===== src/rtl/uart_pkg.sv =====
// Shared UART constants used by the receiver, transmitter and receive FIFO.
package uart_pkg;

  localparam int DATA_SIZE             = 8;
  localparam int RX_FIFO_DEPTH_DEFAULT = 16;

endpackage


===== src/rtl/uart_sync2.sv =====
// Two-flop synchronizer for a single asynchronous level (rx_done, rx line).
module uart_sync2 (
  input  logic clk_i,
  input  logic rst_ni,
  input  logic d_i,
  output logic q_o
);

  logic meta_q;
  logic sync_q;

  always_ff @(posedge clk_i or negedge rst_ni) begin
    if (!rst_ni) begin
      meta_q <= 1'b0;
      sync_q <= 1'b0;
    end else begin
      meta_q <= d_i;
      sync_q <= meta_q;
    end
  end

  assign q_o = sync_q;

endmodule


===== src/rtl/uart_rx_fifo.sv =====
// Receive FIFO for the UART: synchronizes the receiver's frame-done level, writes one byte
// per rising edge of it, and presents the head entry first-word-fall-through.
module uart_rx_fifo
  import uart_pkg::*;
#(
  parameter int DEPTH     = RX_FIFO_DEPTH_DEFAULT,
  parameter int DATA_SIZE = uart_pkg::DATA_SIZE
) (
  input  logic                   clk,
  input  logic                   reset_n,
  input  logic                   rx_done_in,
  input  logic [DATA_SIZE-1:0]   rx_data_in,
  output logic                   m_valid,
  output logic [DATA_SIZE-1:0]   m_data,
  input  logic                   m_ready,
  output logic [$clog2(DEPTH):0] count,
  output logic                   full,
  output logic                   overrun,
  input  logic                   clr_overrun
);

  localparam int PW = $clog2(DEPTH);
  localparam int CW = PW + 1;
  localparam logic [CW-1:0] FULL_COUNT = CW'(DEPTH);

  logic                 done_sync;
  logic                 edge_q;
  logic [PW-1:0]        wr_ptr_q, wr_ptr_d;
  logic [PW-1:0]        rd_ptr_q, rd_ptr_d;
  logic [CW-1:0]        count_q, count_d;
  logic                 overrun_q, overrun_d;
  logic [DATA_SIZE-1:0] mem_q [DEPTH];

  logic wr_pulse;
  logic pop;
  logic push;
  logic is_full;

  uart_sync2 u_done_sync (
    .clk_i (clk),
    .rst_ni(reset_n),
    .d_i   (rx_done_in),
    .q_o   (done_sync)
  );

  // A write while full is only accepted when the head is leaving on the same edge.
  always_comb begin
    wr_pulse  = done_sync & ~edge_q;
    is_full   = (count_q == FULL_COUNT);
    pop       = m_valid & m_ready;
    push      = wr_pulse & (~is_full | pop);
    wr_ptr_d  = wr_ptr_q;
    rd_ptr_d  = rd_ptr_q;
    count_d   = count_q;
    overrun_d = overrun_q;
    if (push) wr_ptr_d = wr_ptr_q + PW'(1);
    if (pop)  rd_ptr_d = rd_ptr_q + PW'(1);
    case ({push, pop})
      2'b10:   count_d = count_q + CW'(1);
      2'b01:   count_d = count_q - CW'(1);
      default: count_d = count_q;
    endcase
    if (clr_overrun) overrun_d = 1'b0;
    if (wr_pulse && is_full && !pop) overrun_d = 1'b1;
  end

  always_ff @(posedge clk or negedge reset_n) begin
    if (!reset_n) begin
      edge_q    <= 1'b0;
      wr_ptr_q  <= '0;
      rd_ptr_q  <= '0;
      count_q   <= '0;
      overrun_q <= 1'b0;
    end else begin
      edge_q    <= done_sync;
      wr_ptr_q  <= wr_ptr_d;
      rd_ptr_q  <= rd_ptr_d;
      count_q   <= count_d;
      overrun_q <= overrun_d;
    end
  end

  always_ff @(posedge clk) begin
    if (push) mem_q[wr_ptr_q] <= rx_data_in;
  end

  // Gate the head with m_valid so unreset storage never leaks onto m_data.
  assign m_valid = (count_q != '0);
  assign m_data  = m_valid ? mem_q[rd_ptr_q] : '0;
  assign count   = count_q;
  assign full    = is_full;
  assign overrun = overrun_q;

endmodule


===== config.mk =====
export PLATFORM = sky130hd
export DESIGN_NAME = uart_rx_fifo
export DESIGN_NICKNAME = d
export VERILOG_FILES = /design/src/rtl/uart_pkg.sv /design/src/rtl/uart_sync2.sv /design/src/rtl/uart_rx_fifo.sv
export SDC_FILE = /design/constraint.sdc
export NUM_CORES = 1
export LEC_CHECK = 0
export ABC_AREA = 1
export CORE_MARGIN = 2
export CORE_UTILIZATION = 60
export DETAILED_ROUTE_END_ITERATION = 8
export GPL_TIMING_DRIVEN = 0
export PLACE_DENSITY = 0.79
export SYNTH_ARGS = -nofsm -noshare
export SYNTH_HDL_FRONTEND = slang
export SYNTH_SLANG_ARGS = --single-unit

===== constraint.sdc =====
create_clock -name clk -period 2.5 [get_ports clk]
set_input_delay 0.75 -clock clk [delete_from_list [all_inputs] [get_ports clk]]
set_output_delay 0.75 -clock clk [all_outputs]
set_load 0.1 [all_outputs]

# Word-level counts from Yosys, hierarchy flattened
# Memory sizes are Yosys's and may differ from the RTL's.
# Index checks and enable logic that the tools add are counted.
totals:
  register_bits: 17
  ram_bits: 128
  inputBits: 13
  out_inout_bits: 16
  elab_cells: 33
  memories: 1
memory_table:
  columns: ["memory", "depth", "width", "rd", "rd_ports_with_merged_regs", "wr", "line_no", "rtl"]
  rows:
  - ["mem_q", 16, 8, 1, 0, 1, "uart_rx_fifo.sv:32", "logic [DATA_SIZE-1:0] mem_q [DEPTH];"]
classes:
  add_sub_neg: 4
  n_eq_ne: 3
  mux: 6
  bitwise: 6
  n_reduce_logical: 6
op_table:
  columns: ["operator", "n"]
  rows:
  - ["$pmux W5 S2", 1]
  - ["$add A4 B1 Y4 const B", 2]
  - ["$mux W8", 1]
  - ["$add A5 B1 Y5 const B", 1]
  - ["$eq A5 B5 Y1 const B", 1]
  - ["$reduce_bool A5 Y1", 1]
  - ["$sub A5 B1 Y5 const B", 1]
  - ["$mux W1", 4]
  - ["$reduce_bool A2 Y1", 2]
  - ["$and A1 B1 Y1", 3]
  - ["$eq A2 B1 Y1 const B", 1]
  - ["$eq A2 B2 Y1 const B", 1]
  - ["$logic_and A1 B1 Y1", 2]
  - ["$not A1 Y1", 2]
  - ["$logic_not A1 Y1", 1]
  - ["$or A1 B1 Y1", 1]

# Depth between registers and ports, before layout
depth:
  word_depth: 6
  ltp_mapped: 15

# By module
# A second synthesis with hierarchy kept.
unflattened:
  hier_cells: 474
  area_unflattened_um2: 6048.3
by_module_without_submodules:
  columns: ["module", "instances", "cells_per_inst", "area_each_um2", "seq_area_each_um2"]
  rows:
  - ["uart_rx_fifo", 1, 472, 5998.3, 4219.0]
  - ["uart_sync2", 1, 2, 50.0, 50.0]

# Worst setup path before layout
# OpenSTA, ideal clock, no wires.
synth_timing:
  kind: "register to output"
  startpoint: "reg count_q[4] (netlist: count[4])"
  endpoint: "out m_data[0]"
  t_arrival_ps: 3262
  t_required_ps: 1750
  path_slack_ps: -1512
  path_stages_with_launch: 5
  path_buffers: 0
  cell_sequence: "dfrtp_1 > inv_1 > nand3_4 > inv_1 > a21oi_1"
synth_between:
  elab_chain_cells: 2
synth_lines:
  columns: ["item", "line_no", "rtl"]
  rows:
  - ["from (decl)", "uart_rx_fifo.sv:30", "logic [CW-1:0] count_q, count_d;"]
  - ["from (signal assigned)", "uart_rx_fifo.sv:78", "count_q <= count_d;"]
  - ["$reduce_bool A5 Y1", "uart_rx_fifo.sv:88", "assign m_valid = (count_q != '0);"]
  - ["via m_valid", "uart_rx_fifo.sv:13", "output logic m_valid,"]
  - ["$mux W8", "uart_rx_fifo.sv:89", "assign m_data = m_valid ? mem_q[rd_ptr_q] : '0;"]
  - ["to (decl)", "uart_rx_fifo.sv:14", "output logic [DATA_SIZE-1:0] m_data,"]
# The timed path passes the listed nets, and every way through them passes these cells.

# Worst setup path in the final report
layout_timing:
  startpoint: "reg rd_ptr_q[0]"
  endpoint: "out m_data[1]"
layout_between:
  elab_chain_cells: 2
layout_lines:
  columns: ["item", "line_no", "rtl"]
  rows:
  - ["from (decl)", "uart_rx_fifo.sv:29", "logic [PW-1:0] rd_ptr_q, rd_ptr_d;"]
  - ["from (signal assigned)", "uart_rx_fifo.sv:77", "rd_ptr_q <= rd_ptr_d;"]
  - ["$mem_v2 Z16 W8", null, null]
  - ["$mux W8", "uart_rx_fifo.sv:89", null]
# No other way between the ends.

==> results by group <==
Floorplan
  – CORE AREA: roughly 10000 um2
  – Ports: 29
  – Initial core utilization: between 60% and 70%
  – Standard-cell rows: 36
  – Floorplan die width: ~100 um
  – Die area: between 10000 and 15000 um2
  – Die Y: roughly 100 um

STA
  – RSZ-0062 raised after global routing: yes
  – Relative max-transition margin: between 40% and 50%
  – Worst Tran Pin Value: 0.8624 ns
  – Final Hold Fails: 0
  – Final worst slack: -0.6183 ns
  – Clk_skew: just under 0.009 ns
  – Hold Worst Slack: approximately 0.37 ns
  – Final setup viols: 8
  – Period utilization: 124.7%
  – FMAX: approximately 0.32 GHz
  – Pins Over Slew Limit: 0
  – Final min period: roughly 3.1 ns

Worst setup path
  – Worst-case register-to-register setup slack: between 0.2 and 0.25 ns
  – Worst path top cell family by delay: buffers and inverters
  – CP required: 1.75 ns
  – FF-to-FF End: mem_q[12][2]
  – Critical-path maximum fanout: 6
  – Worst Path Class, Setup: reg -> out
  – Crit path arrival time: roughly 2.4 ns
  – Launching point of the worst reg2reg path: count[2]
  – Cell count along the critical path: 10
  – Buffers & Inverters on Critical Path: 6
  – Crit-path slowest cell: dfrtp_1
  – Crit path launch type: register
  – Critical Path End: m_data[1]
  – Worst-path cell chain: buf_6, inv_8, buf_12, buf_8, buf_8, nor2_4, o221ai_4, nand3_2, a21oi_4, buf_12
  – CP startpoint: rd_ptr_q[0]
  – Reg2Reg Depth: 8
  – CP peak stage delay: ~0.39 ns
  – CP Capture Type: output port

Outcome
  – Status: complete, but fails checks
  – Failing checks: setup timing

Hold path
  – Min-Delay Path Class: reg -> reg
  – Worst Hold Launch: u_done_sync.meta_q

Logic synthesis
  – Register area share after synthesis: 70.58%
  – Mapped Cells: between 400 and 500
  – Avg Inst Size Synth: around 13 um2
  – Netlist Area Pre-Place: ~6000 um2
  – Top area cells in the synthesized netlist: edfxtp_1 64%, dfrtp_1 7.0%, nor2_1 5.3%, o21ai_0 4.9%, o221ai_1 4.3%
  – Syn nets: roughly 490
  – FF+latch count, synth: about 150
  – Cell variety after synth: 24
  – Post-synth top area share: 63.55%
  – Ys Warns: 0
  – Dominant cell type by area after synthesis: edfxtp_1

Place
  – Port Buffers: 28
  – HPWL Detailed: 9470 um
  – Placer Congestion: ~0.87
  – Pre-CTS setup slack: -1.266 ns

Drt
  – Detailed-route wire length: ~17000 um
  – # DRC: 0
  – Starting DRT DRC Count: about 500
  – Via density: about 6.7
  – Total number of vias: 4511
  – Drt pass-1 iters: 5
  – DR WL/cell: around 26 um
  – ANT nets after route: 0

Final layout
  – Share of cells above drive strength 1: about 31%
  – Most frequent cells in the layout: 128 x edfxtp_1, 73 x nor2_1, 50 x o21ai_0, 28 x nand2_1, 21 x o221ai_2
  – Nets: about 550
  – Area Growth Syn to Fin: 31.11%
  – Commonest non-fill, non-tap cell in the layout: edfxtp_1
  – Antenna diodes: 0

CTS
  – Clk_lat worst skew: roughly 0.53 ns
  – Clock transition at path regs: approximately 0.06 ns
  – Root Buffer: clkbuf_8
  – Hold Buf Count CTS: 0
  – TritonCTS clock tree: yes
  – H-tree depth: 4
  – Clock buffer depth: 2
  – Clk sink count: 145
  – Num CTS Buffers: 17

GRT
  – GRT Total Usage: a little under a third
  – Initial antenna violation count: 0
  – Vias in the first global route: 4398
  – Largest net degree at the start of global routing: 18
  – Total gr overflow: 0
  – First-pass GRT wire length: between 20000 and 30000 um

Flow run
  – Max Cap Violations: 0
-- repair_timing --
action	CTS	global route
pin swaps	22	35
gates cloned	3	0
resized for setup	177	47
setup buffers	6	3
endpoints found under the setup margin	16	48
-- state kept, by name, indices dropped and copies added (netlist names) --
signal and cells:
edge_q 1, u_done_sync.q_o 1, wr_ptr_q 4, mem_q 128, rd_ptr_q 4, u_done_sync.meta_q 1, count 5, overrun 1
-- per-layer routing --
metal	up-vias	routed length, um	GRT usage (%)
met5	-	0	0
met4	0	779	14.00
met3	73	1959	7.957
met2	359	8535	51.07
met1	2217	6218	40.85
li1	1862	-	-
-- cell usage after synthesis --
library cell	count
a21oi_1	8
buf_2	6
buf_6	7
clkbuf_1	11
clkinv_1	2
dfrtp_1	17
edfxtp_1	128
ha_1	7
inv_1	19
inv_2	4
inv_4	1
nand2_1	28
nand2_2	3
nand2_4	4
nand3_1	23
nand3_4	3
nand4_1	4
nor2_1	85
nor2_2	3
o21ai_0	59
o21ai_1	11
o221ai_1	30
o22ai_1	3
xor2_1	8
-- layout make-up --
cell class | instances | area, um2
Buffer | 22 | 216.5
Clock buffer | 22 | 462.9
Timing Repair Buffer | 40 | 518.0
Fill cell | 494 | 1844
Tap cell | 133 | 166.4
Sequential cell | 145 | 4289
Multi-Input combinational cell | 279 | 1949
Clock inverter | 10 | 205.2
Inverter | 26 | 122.6
-- cell families after synthesis --
group	count (synthesis)	synth area share (%)
adder cells (fa/ha/maj)	7	1.448
AND/OR/NAND/NOR	153	11.56
XOR/XNOR	8	1.159
flip-flops	145	70.58
AO/OA/AOI/OAI	111	11.11
buffers and inverters	50	4.138
-- worst min path at each step --
stage	end	cells after the start	slack (ns)
after floorplan	u_done_sync.q_o	0	0.33
after global placement	u_done_sync.q_o	0	0.34
after detailed placement	u_done_sync.q_o	0	0.35
after CTS	u_done_sync.q_o	0	0.37
after global routing	u_done_sync.q_o	0	0.38
final	u_done_sync.q_o	0	0.37
-- through the flow --
stage	util [%]	area [um2]	setup TNS, ns	cells
after global placement	67.68	6615	-60.47	635
after detailed placement	67.68	6615	-62.36	635
after CTS	79.35	7756	-4.214	676
after floorplan	-	6168	-5.990	474
final	81.13	7930	-4.595	677
after global routing	81.13	7930	-5.867	677
Power is not shown: default switching activity piles up to over one toggle a cycle in this logic, so the estimate is an artifact.
